File: src/rtl/bus_arbiter_pkg.sv
// System-wide definitions shared by the bus controller and its decoder:
// slave identifiers, the address map and the arbiter state encoding.
package configure;

    localparam int slave_count = 6;

    typedef enum logic [2:0] {ROM, PRINT, CLINT, TIM0, TIM1, RAM} slave_t;

    typedef enum logic [1:0] {IDLE, BUSY, RESP} arb_state_t;

    typedef enum logic {MASTER_IMEM, MASTER_DMEM} master_t;

    // Each region is [base, top): top is exclusive.
    localparam logic [31:0] ROM_BASE   = 32'h0000_0000;
    localparam logic [31:0] ROM_TOP    = 32'h0001_0000;
    localparam logic [31:0] PRINT_BASE = 32'h0100_0000;
    localparam logic [31:0] PRINT_TOP  = 32'h0100_1000;
    localparam logic [31:0] CLINT_BASE = 32'h0200_0000;
    localparam logic [31:0] CLINT_TOP  = 32'h0201_0000;
    localparam logic [31:0] TIM0_BASE  = 32'h1000_0000;
    localparam logic [31:0] TIM0_TOP   = 32'h1000_1000;
    localparam logic [31:0] TIM1_BASE  = 32'h1000_1000;
    localparam logic [31:0] TIM1_TOP   = 32'h1000_2000;
    localparam logic [31:0] RAM_BASE   = 32'h8000_0000;
    localparam logic [31:0] RAM_TOP    = 32'h8010_0000;

    function automatic logic in_range(input logic [31:0] addr,
                                      input logic [31:0] base,
                                      input logic [31:0] top);
        return (addr >= base) && (addr < top);
    endfunction

endpackage

File: src/rtl/bus_decoder.sv
// Combinational address decoder: maps a bus address onto the one-hot slave
// select of the system memory map and flags whether any slave claims it.
module bus_decoder
    import configure::*;
(
    input  logic [31:0]            addr,
    output logic                   hit,
    output logic [slave_count-1:0] sel
);

    always_comb begin
        sel        = '0;
        sel[ROM]   = in_range(addr, ROM_BASE, ROM_TOP);
        sel[PRINT] = in_range(addr, PRINT_BASE, PRINT_TOP);
        sel[CLINT] = in_range(addr, CLINT_BASE, CLINT_TOP);
        sel[TIM0]  = in_range(addr, TIM0_BASE, TIM0_TOP);
        sel[TIM1]  = in_range(addr, TIM1_BASE, TIM1_TOP);
        sel[RAM]   = in_range(addr, RAM_BASE, RAM_TOP);
        hit        = |sel;
    end

endmodule

File: src/rtl/bus_arbiter.sv
// Round-robin controller joining the core's instruction and data ports onto
// the shared memory bus, with address decode, error completion and watchdog.
module bus_arbiter
    import configure::*;
#(
    parameter int unsigned timeout_cycles = 1024
) (
    input  logic                   clock,
    input  logic                   reset,

    input  logic                   imem_valid,
    input  logic [31:0]            imem_addr,
    output logic [31:0]            imem_rdata,
    output logic                   imem_ready,
    output logic                   imem_error,

    input  logic                   dmem_valid,
    input  logic [31:0]            dmem_addr,
    input  logic [31:0]            dmem_wdata,
    input  logic [3:0]             dmem_wstrb,
    output logic [31:0]            dmem_rdata,
    output logic                   dmem_ready,
    output logic                   dmem_error,

    output logic                   mem_valid,
    output logic [31:0]            mem_addr,
    output logic [31:0]            mem_wdata,
    output logic [3:0]             mem_wstrb,
    output logic [slave_count-1:0] mem_sel,
    input  logic [31:0]            mem_rdata,
    input  logic                   mem_ready
);

    localparam bit          timeout_on   = (timeout_cycles != 0);
    localparam logic [31:0] timeout_last = 32'(timeout_cycles - 1);

    arb_state_t             state, state_n;
    master_t                last, last_n;
    master_t                grant, grant_n;
    logic [31:0]            count, count_n;

    logic                   mem_valid_n;
    logic [31:0]            mem_addr_n;
    logic [31:0]            mem_wdata_n;
    logic [3:0]             mem_wstrb_n;
    logic [slave_count-1:0] mem_sel_n;

    logic                   imem_ready_n, imem_error_n;
    logic [31:0]            imem_rdata_n;
    logic                   dmem_ready_n, dmem_error_n;
    logic [31:0]            dmem_rdata_n;

    logic                   resp_valid, resp_error;
    logic [31:0]            resp_rdata;

    logic                   pick_dmem;
    logic [31:0]            req_addr;
    logic                   dec_hit;
    logic [slave_count-1:0] dec_sel;

    // On a tie the master that was not served last wins.
    assign pick_dmem = dmem_valid && (!imem_valid || (last == MASTER_IMEM));
    assign req_addr  = pick_dmem ? dmem_addr : imem_addr;

    bus_decoder u_decoder (
        .addr (req_addr),
        .hit  (dec_hit),
        .sel  (dec_sel)
    );

    always_comb begin
        state_n      = state;
        last_n       = last;
        grant_n      = grant;
        count_n      = count;
        mem_valid_n  = mem_valid;
        mem_addr_n   = mem_addr;
        mem_wdata_n  = mem_wdata;
        mem_wstrb_n  = mem_wstrb;
        mem_sel_n    = mem_sel;
        resp_valid   = 1'b0;
        resp_error   = 1'b0;
        resp_rdata   = '0;
        imem_ready_n = 1'b0;
        imem_error_n = 1'b0;
        imem_rdata_n = '0;
        dmem_ready_n = 1'b0;
        dmem_error_n = 1'b0;
        dmem_rdata_n = '0;

        case (state)
            IDLE: begin
                if (imem_valid || dmem_valid) begin
                    grant_n     = pick_dmem ? MASTER_DMEM : MASTER_IMEM;
                    last_n      = grant_n;
                    mem_addr_n  = req_addr;
                    mem_wdata_n = pick_dmem ? dmem_wdata : '0;
                    mem_wstrb_n = pick_dmem ? dmem_wstrb : 4'b0000;
                    if (dec_hit) begin
                        mem_valid_n = 1'b1;
                        mem_sel_n   = dec_sel;
                        count_n     = '0;
                        state_n     = BUSY;
                    end else begin
                        resp_valid = 1'b1;
                        resp_error = 1'b1;
                        state_n    = RESP;
                    end
                end
            end
            BUSY: begin
                // A slave answer in the watchdog's last cycle still counts.
                if (mem_ready) begin
                    mem_valid_n = 1'b0;
                    mem_sel_n   = '0;
                    resp_valid  = 1'b1;
                    resp_rdata  = mem_rdata;
                    state_n     = RESP;
                end else if (timeout_on && (count == timeout_last)) begin
                    mem_valid_n = 1'b0;
                    mem_sel_n   = '0;
                    resp_valid  = 1'b1;
                    resp_error  = 1'b1;
                    state_n     = RESP;
                end else begin
                    count_n = count + 32'd1;
                end
            end
            RESP: begin
                state_n = IDLE;
            end
            default: begin
                state_n = IDLE;
            end
        endcase

        if (resp_valid) begin
            if (grant_n == MASTER_DMEM) begin
                dmem_ready_n = 1'b1;
                dmem_error_n = resp_error;
                dmem_rdata_n = resp_rdata;
            end else begin
                imem_ready_n = 1'b1;
                imem_error_n = resp_error;
                imem_rdata_n = resp_rdata;
            end
        end
    end

    always_ff @(posedge clock or negedge reset) begin
        if (!reset) begin
            state      <= IDLE;
            last       <= MASTER_DMEM;
            grant      <= MASTER_IMEM;
            count      <= '0;
            mem_valid  <= 1'b0;
            mem_addr   <= '0;
            mem_wdata  <= '0;
            mem_wstrb  <= '0;
            mem_sel    <= '0;
            imem_ready <= 1'b0;
            imem_error <= 1'b0;
            imem_rdata <= '0;
            dmem_ready <= 1'b0;
            dmem_error <= 1'b0;
            dmem_rdata <= '0;
        end else begin
            state      <= state_n;
            last       <= last_n;
            grant      <= grant_n;
            count      <= count_n;
            mem_valid  <= mem_valid_n;
            mem_addr   <= mem_addr_n;
            mem_wdata  <= mem_wdata_n;
            mem_wstrb  <= mem_wstrb_n;
            mem_sel    <= mem_sel_n;
            imem_ready <= imem_ready_n;
            imem_error <= imem_error_n;
            imem_rdata <= imem_rdata_n;
            dmem_ready <= dmem_ready_n;
            dmem_error <= dmem_error_n;
            dmem_rdata <= dmem_rdata_n;
        end
    end

endmodule

File: config.mk
export PLATFORM = sky130hd
export DESIGN_NAME = bus_arbiter
export DESIGN_NICKNAME = d
export VERILOG_FILES = /design/src/rtl/bus_arbiter_pkg.sv /design/src/rtl/bus_decoder.sv /design/src/rtl/bus_arbiter.sv
export SDC_FILE = /design/constraint.sdc
export NUM_CORES = 1
export LEC_CHECK = 0
export ABC_AREA = 1
export CORE_ASPECT_RATIO = 2
export CORE_MARGIN = 4
export CORE_UTILIZATION = 49
export CTS_CLUSTER_DIAMETER = 150
export DETAILED_ROUTE_END_ITERATION = 7
export HOLD_SLACK_MARGIN = 0.1
export PLACE_DENSITY = 0.91
export SLEW_MARGIN = 25
export SYNTH_ARGS = -nofsm -noshare
export SYNTH_HDL_FRONTEND = slang
export SYNTH_SLANG_ARGS = --single-unit
File: constraint.sdc
create_clock -name clock -period 4.1 [get_ports clock]
set_input_delay 0.615 -clock clock [delete_from_list [all_inputs] [get_ports clock]]
set_output_delay 0.615 -clock clock [all_outputs]
set_load 0.05 [all_outputs]
==> metrics, run 1 <==
Final Max Tran Viols 0; Final Hold Vio Count 0; Synth Register Bits 179; Hold Buf Count CTS 0; Avg Inst Size Synth 8.15 µm²; Post-CTS Setup Bufs 0; max_cap viols 0; yosys warns 0; core footprint 16400 µm²; CTS Buf Count 17; Layout Nets 1407; CTS clk-pin slew, worst paths 70 ps; Setup TNS 0 ps; Setup violations, final 0; H-tree levels 4; synthesized instance count 1006; Ant. Diodes 0; DRC violations left 0; DR WL/cell 17.3 µm; Clk pwr share 21.2%; Gate power share 47.0%; r2r worst-path depth 13; die width 99.4 µm; pre-CTS WS 356 ps; Power Internal 0.00399 W; hpwl dp 18800 µm; Area Overhead vs Synth 42.5%; CTS tree built; FF-to-FF setup slack 850 ps; Netlist cell types 30; first-pass GRT wire length 40900 µm; PortBufs 279; number of global-route vias before repair 8286; drt initial violations 380; clock latency at the later pin of the worst-skew pair 430 ps; CP max FO 36; # IOs 280; Slew HR 46.4%; setup ws final 648 ps; die height 191 µm; CP Class input pin to register; final WL 25800 µm; CP startpoint imem_valid; crit share post-route 84.2%; sw frac 46.5%; FF-to-FF End count[7]; drt via density 5.28; CP required 4420 ps; Mapped Nets 1144; initial antenna violation count 0; sequential share of power 31.9%; vias 7850; die area 19000 µm²; GRT Total Usage 27.6%; Post-Syn Area 8190 µm²; Initial Util 50.1%; CTS resizes 0; # clock sinks 179; Rows 66; share of layout cells above drive strength 1 5.30%; final clock skew 7.10 ps; clk buf depth 2; Worst Setup End Kind register; GRT Residual Overflow 0; CTS Root Cell clkbuf_16; Final ANT Viol Nets 0; CP endpoint count[7]; Slew @ Worst Pin 805 ps; fill cell count 1158; HP Class input pin to async pin; DRT Pass-1 Iters 5; CP Launch Type input pin; switching power total 0.00346 W; Fmax 290 MHz; arrival time at the worst endpoint 3770 ps; sequential fraction of the synthesis area 54.7%; maximum number of pins on one net before global-route repair 89; fin crit period 3450 ps; routability congestion estimate 0.955; unrepaired setup endpoints after global routing false; highest ir drop seen on vdd 0.525 mV; reg2reg start last; PD cells 638 nW/µm²; status complete, no violations; P_leak 5.38 nW
cell usage after synthesis:
cell	instances	area share, %
nand2_1	298	14
dfrtp_1	178	54
nor2_1	156	7.1
inv_1	86	3.9
nand3_1	66	4.0
o21ai_0	54	3.3
clkbuf_1	34	1.6
xor2_1	20	2.1
a31oi_1	15	1.1
nand3b_1	14	1.3
nor4_1	13	0.99
nor3_1	12	0.73
xnor2_1	9	0.96
nand4_1	7	0.53
a21oi_1	6	0.37
nor2_2	6	0.46
buf_2	5	0.31
buf_6	5	0.69
nand2_2	5	0.38
buf_4	3	0.27
clkinv_1	3	0.14
nand2_4	3	0.41
dfstp_2	1	0.32
ha_1	1	0.15
inv_2	1	0.046
nand3_4	1	0.21
nand4_2	1	0.15
nor2_4	1	0.14
nor3b_1	1	0.092
o21a_1	1	0.092
worst max-delay path: stages:
cell and delay (ps):
clkdlybuf4s50_1 540, nand2_4 260, nand2_4 400, nand2_1 130, nand2_1 110, nand2_1 70
nor2_1 230, nand3_1 170, nor2_2 150, nand4_2 130, nand3_4 380, nand2_4 330
nand2_1 170, nand2_1 60
how the worst min path moves through the flow:
stage	end	slack, ps	start
CTS	count[6]	260	reset
floorplan	count[0]	320	reset
global route	count[13]	280	reset
detailed placement	mem_sel[3]	470	mem_sel[3]
global placement	mem_sel[3]	460	mem_sel[3]
finish	count[6]	220	reset
through the flow:
stage / util (%) / total power [W] / area [µm²] / hold slack [ps] / instances
2_1_floorplan: - / 0.00464 / 8190 / 319 / 1006
3_3_place_gp: 67.9 / 0.00583 / 11100 / 458 / 1454
3_5_place_dp: 67.9 / 0.00589 / 11100 / 472 / 1454
4_1_cts: 71.4 / 0.00748 / 11700 / 265 / 1486
5_1_grt: 71.4 / 0.00780 / 11700 / 276 / 1486
6_report: 71.4 / 0.00745 / 11700 / 217 / 1486
power by group through the flow:
stage / registers (W) / logic (W) / clock network (W)
2_1_floorplan: 0.00363 / 0.00102 / 0
3_3_place_gp: 0.00238 / 0.00345 / 0
3_5_place_dp: 0.00240 / 0.00349 / 0
4_1_cts: 0.00237 / 0.00351 / 0.00160
5_1_grt: 0.00241 / 0.00370 / 0.00168
6_report: 0.00237 / 0.00350 / 0.00158
logic make-up after synthesis:
kind of cell / share of synthesized area (%)
AO/OA/AOI/OAI: 4.90
adder cells (fa/ha/maj): 0.153
XOR/XNOR: 3.10
buffers and inverters: 6.95
flip-flops: 54.7
AND/OR/NAND/NOR: 30.2
cell type report:
cell class / count / area (µm²) / share of cell area, %
Tap cell: 204 / 255 / 2.19
Inverter: 90 / 338 / 2.89
Clock buffer: 19 / 453 / 3.88
Multi-Input combinational cell: 690 / 3150 / 27.0
Sequential cell: 179 / 4480 / 38.4
Clock inverter: 13 / 115 / 0.986
Timing Repair Buffer: 291 / 2880 / 24.7
state kept, by name, summed over array words and instances, names as in the netlist:
| register | cells |
|---|---|
| dmem_ready | 1 |
| imem_ready | 1 |
| mem_addr | 32 |
| state | 2 |
| count | 32 |
| mem_sel | 6 |
| last | 1 |
| mem_wstrb | 4 |
| mem_wdata | 32 |
| imem_rdata | 32 |
| dmem_error | 1 |
| dmem_rdata | 32 |
| imem_error | 1 |
| grant | 1 |
| mem_valid | 1 |
per-layer routing:
metal,GRT usage [%],vias up,part of all wire [%]
met5,0,-,0
met4,18.5,0,7.2
met3,6.74,112,6.5
met2,48.1,372,52
met1,28.8,3691,34
li1,-,3675,-
placed cells by master, fill, tap and decap left out, types with 6 or more instances in the layout:
master,netlist,layout
nand2_1,298,298
clkdlybuf4s50_1,0,278
dfrtp_1,178,178
nor2_1,156,154
inv_1,86,86
nand3_1,66,66
o21ai_0,54,54
xor2_1,20,20
clkbuf_16,0,17
a31oi_1,15,15
nand3b_1,14,14
nor4_1,13,13
nor3_1,12,12
buf_4,3,12
xnor2_1,9,9
nor2_2,6,8
nand4_1,7,7
a21oi_1,6,6
No activity file was read; power rests on OpenSTA's default activity.
==> run 2: changes to the inputs <==
- CORE_UTILIZATION: 49 -> 41
- PLACE_DENSITY: 0.91 -> 0.82
- clock period: 4.1 -> 3.1 ns (I/O delays scaled with it)
==> run 2 against run 1 <==
Count of clock-buffer cells in the layout down 1. Register-to-register slack got worse by 250 ps. Setup slack got worse by 140 ps. Highest routed layer unchanged. Power increased by 33%. Largest cell class unchanged. Wire length grew 0.56%. Die area increased by 18%. Clock power up 32%. Sequential cell count is the same. Utilization fell by 11 points. Critical path depth grew 2. Worst hold slack gained 250 ps. Critical path type unchanged.
==> metrics, run 2 (synthesis gave the netlist of run 1 again) <==
final clock skew 14.5 ps; # clock sinks 179; hold depth 2; die area 22400 µm²; Final Max Tran Viols 0; max_cap viols 0; reg2reg start last; Hold Path Sink mem_sel[3]; H-tree levels 4; CTS Root Cell clkbuf_16; hold slack 470 ps; commonest non-fill, non-tap cell in the layout nand2_1; drt initial violations 373; Initial Util 41.9%; final cell count without fillers 1548; CP required 3460 ps; placed insts 1515; fin crit period 2590 ps; PD cells 837 nW/µm²; initial antenna violation count 0; number of global-route vias before repair 7719; drt via density 4.89; CTS Buf Count 17; die width 108 µm; maximum number of pins on one net before global-route repair 62; CTS resizes 0; first-pass GRT wire length 40600 µm; Slew @ Worst Pin 792 ps; Rows 72; Worst path most repeated cell nand2_1; GRT Total Usage 23.4%; FF-to-FF setup slack 600 ps; PortBufs 279; most frequent cells in the layout 298 x nand2_1, 278 x clkdlybuf4s50_1, 178 x dfrtp_1, 153 x nor2_1, 86 x inv_1; clk buf depth 2; Min-Delay Startpoint mem_sel[3]; core footprint 19500 µm²; Final Hold Vio Count 0; CP Launch Type input pin; DR WL/cell 16.7 µm; r2r worst-path depth 15; Fmax 387 MHz; DRT Pass-1 Iters 5; DRC violations left 0; arrival time at the worst endpoint 2950 ps; crit share post-route 83.5%; share of layout cells above drive strength 1 5.66%; CP max-delay cell clkdlybuf4s50_1; vias 7564; hpwl dp 19900 µm; setup ws final 513 ps; P_leak 5.43 nW; routability congestion estimate 0.973; fin util 60.6%; CP max stage delay 600 ps; highest ir drop seen on vdd 0.659 mV; Worst Setup End Kind register; unrepaired setup endpoints after global routing false; GRT Residual Overflow 0; CP max FO 30; CP Class input pin to register; clock latency at the later pin of the worst-skew pair 430 ps; Layout Nets 1414; CP startpoint imem_valid; Slew HR 46.7%; Ant. Diodes 0; Final ANT Viol Nets 0; die height 208 µm; status complete, no violations; FF-to-FF End count[11]; pre-CTS WS 89.5 ps; Setup violations, final 0; Area Overhead vs Synth 44.6%; CTS clk-pin slew, worst paths 70 ps; final WL 25900 µm; # IOs 280; HP Class register to register; CP Cell Sequence clkdlybuf4s50_1 -> nand2_4 -> nand2_4 -> nand2_1 -> nand2_1 -> nand2_2 -> nor2_2 -> nand2_1 -> nor2_2 -> nor2_1 -> nand2_1 -> nor2_2 -> nand3_4 -> buf_4 -> nand3_1 -> nand2_1; CTS tree built; Setup TNS 0 ps
## run 2: changes by cell type in the layout (fill, tap and decap cells not counted), sizes merged
cell | previous run | this run
dlygate4sd3 | 0 | 1
clkinv | 5 | 6
clkbuf | 19 | 18
buf | 13 | 19
## run 2: through the flow
| stage | instance area, µm² | total power, W |
|---|---|---|
| 6_report | 11900 | 0.00992 |
| 5_1_grt | 11900 | 0.0104 |
| 4_1_cts | 11900 | 0.0100 |
| 3_5_place_dp | 11300 | 0.00790 |
| 3_3_place_gp | 11300 | 0.00784 |
| 2_1_floorplan | 8190 | 0.00614 |
## run 2: worst max-delay path by stage
stage / end / slack (ps) / cells after the start
2_1_floorplan: count[19] / 1080 / 15
3_3_place_gp: count[11] / 200 / 14
3_5_place_dp: count[14] / 90 / 16
4_1_cts: count[14] / 540 / 16
5_1_grt: count[31] / 310 / 16
6_report: count[11] / 510 / 16
## run 2: cell type report
| type | count | area, µm² |
|---|---|---|
| Inverter | 90 | 338 |
| Fill cell | 1715 | 7700 |
| Timing Repair Buffer | 298 | 2990 |
| Tap cell | 259 | 324 |
| Clock inverter | 14 | 139 |
| Clock buffer | 18 | 429 |
| Sequential cell | 179 | 4480 |
| Multi-Input combinational cell | 690 | 3150 |
## run 2: per-layer routing
metal,vias to the layer above,wire [µm],track usage (%)
met3,78,1190,4.19
met2,264,14600,43.2
met4,0,1220,11.6
li1,3688,-,-
met5,-,0,0
met1,3534,8870,24.8
## run 2: critical path, delay by kind of cell
family	cells	cell delay, ps
buf+inv	2	940
simple gates	14	1540
## run 2: where the power goes
| group | leakage [nW] | internal [W] | switching [W] | total, W |
|---|---|---|---|---|
| registers | 2.37 | 0.00285 | 0.000273 | 0.00312 |
| clock network | 0.274 | 0.00107 | 0.00102 | 0.00209 |
| logic | 2.79 | 0.00139 | 0.00331 | 0.00470 |
## run 2: repair_timing
| action | in CTS | in global routing |
|---|---|---|
| hold endpoints to repair | 58 | 0 |
| setup endpoints to repair | 0 | 0 |
| buffers inserted | 0 | 0 |
| hold buffers | 1 | 0 |
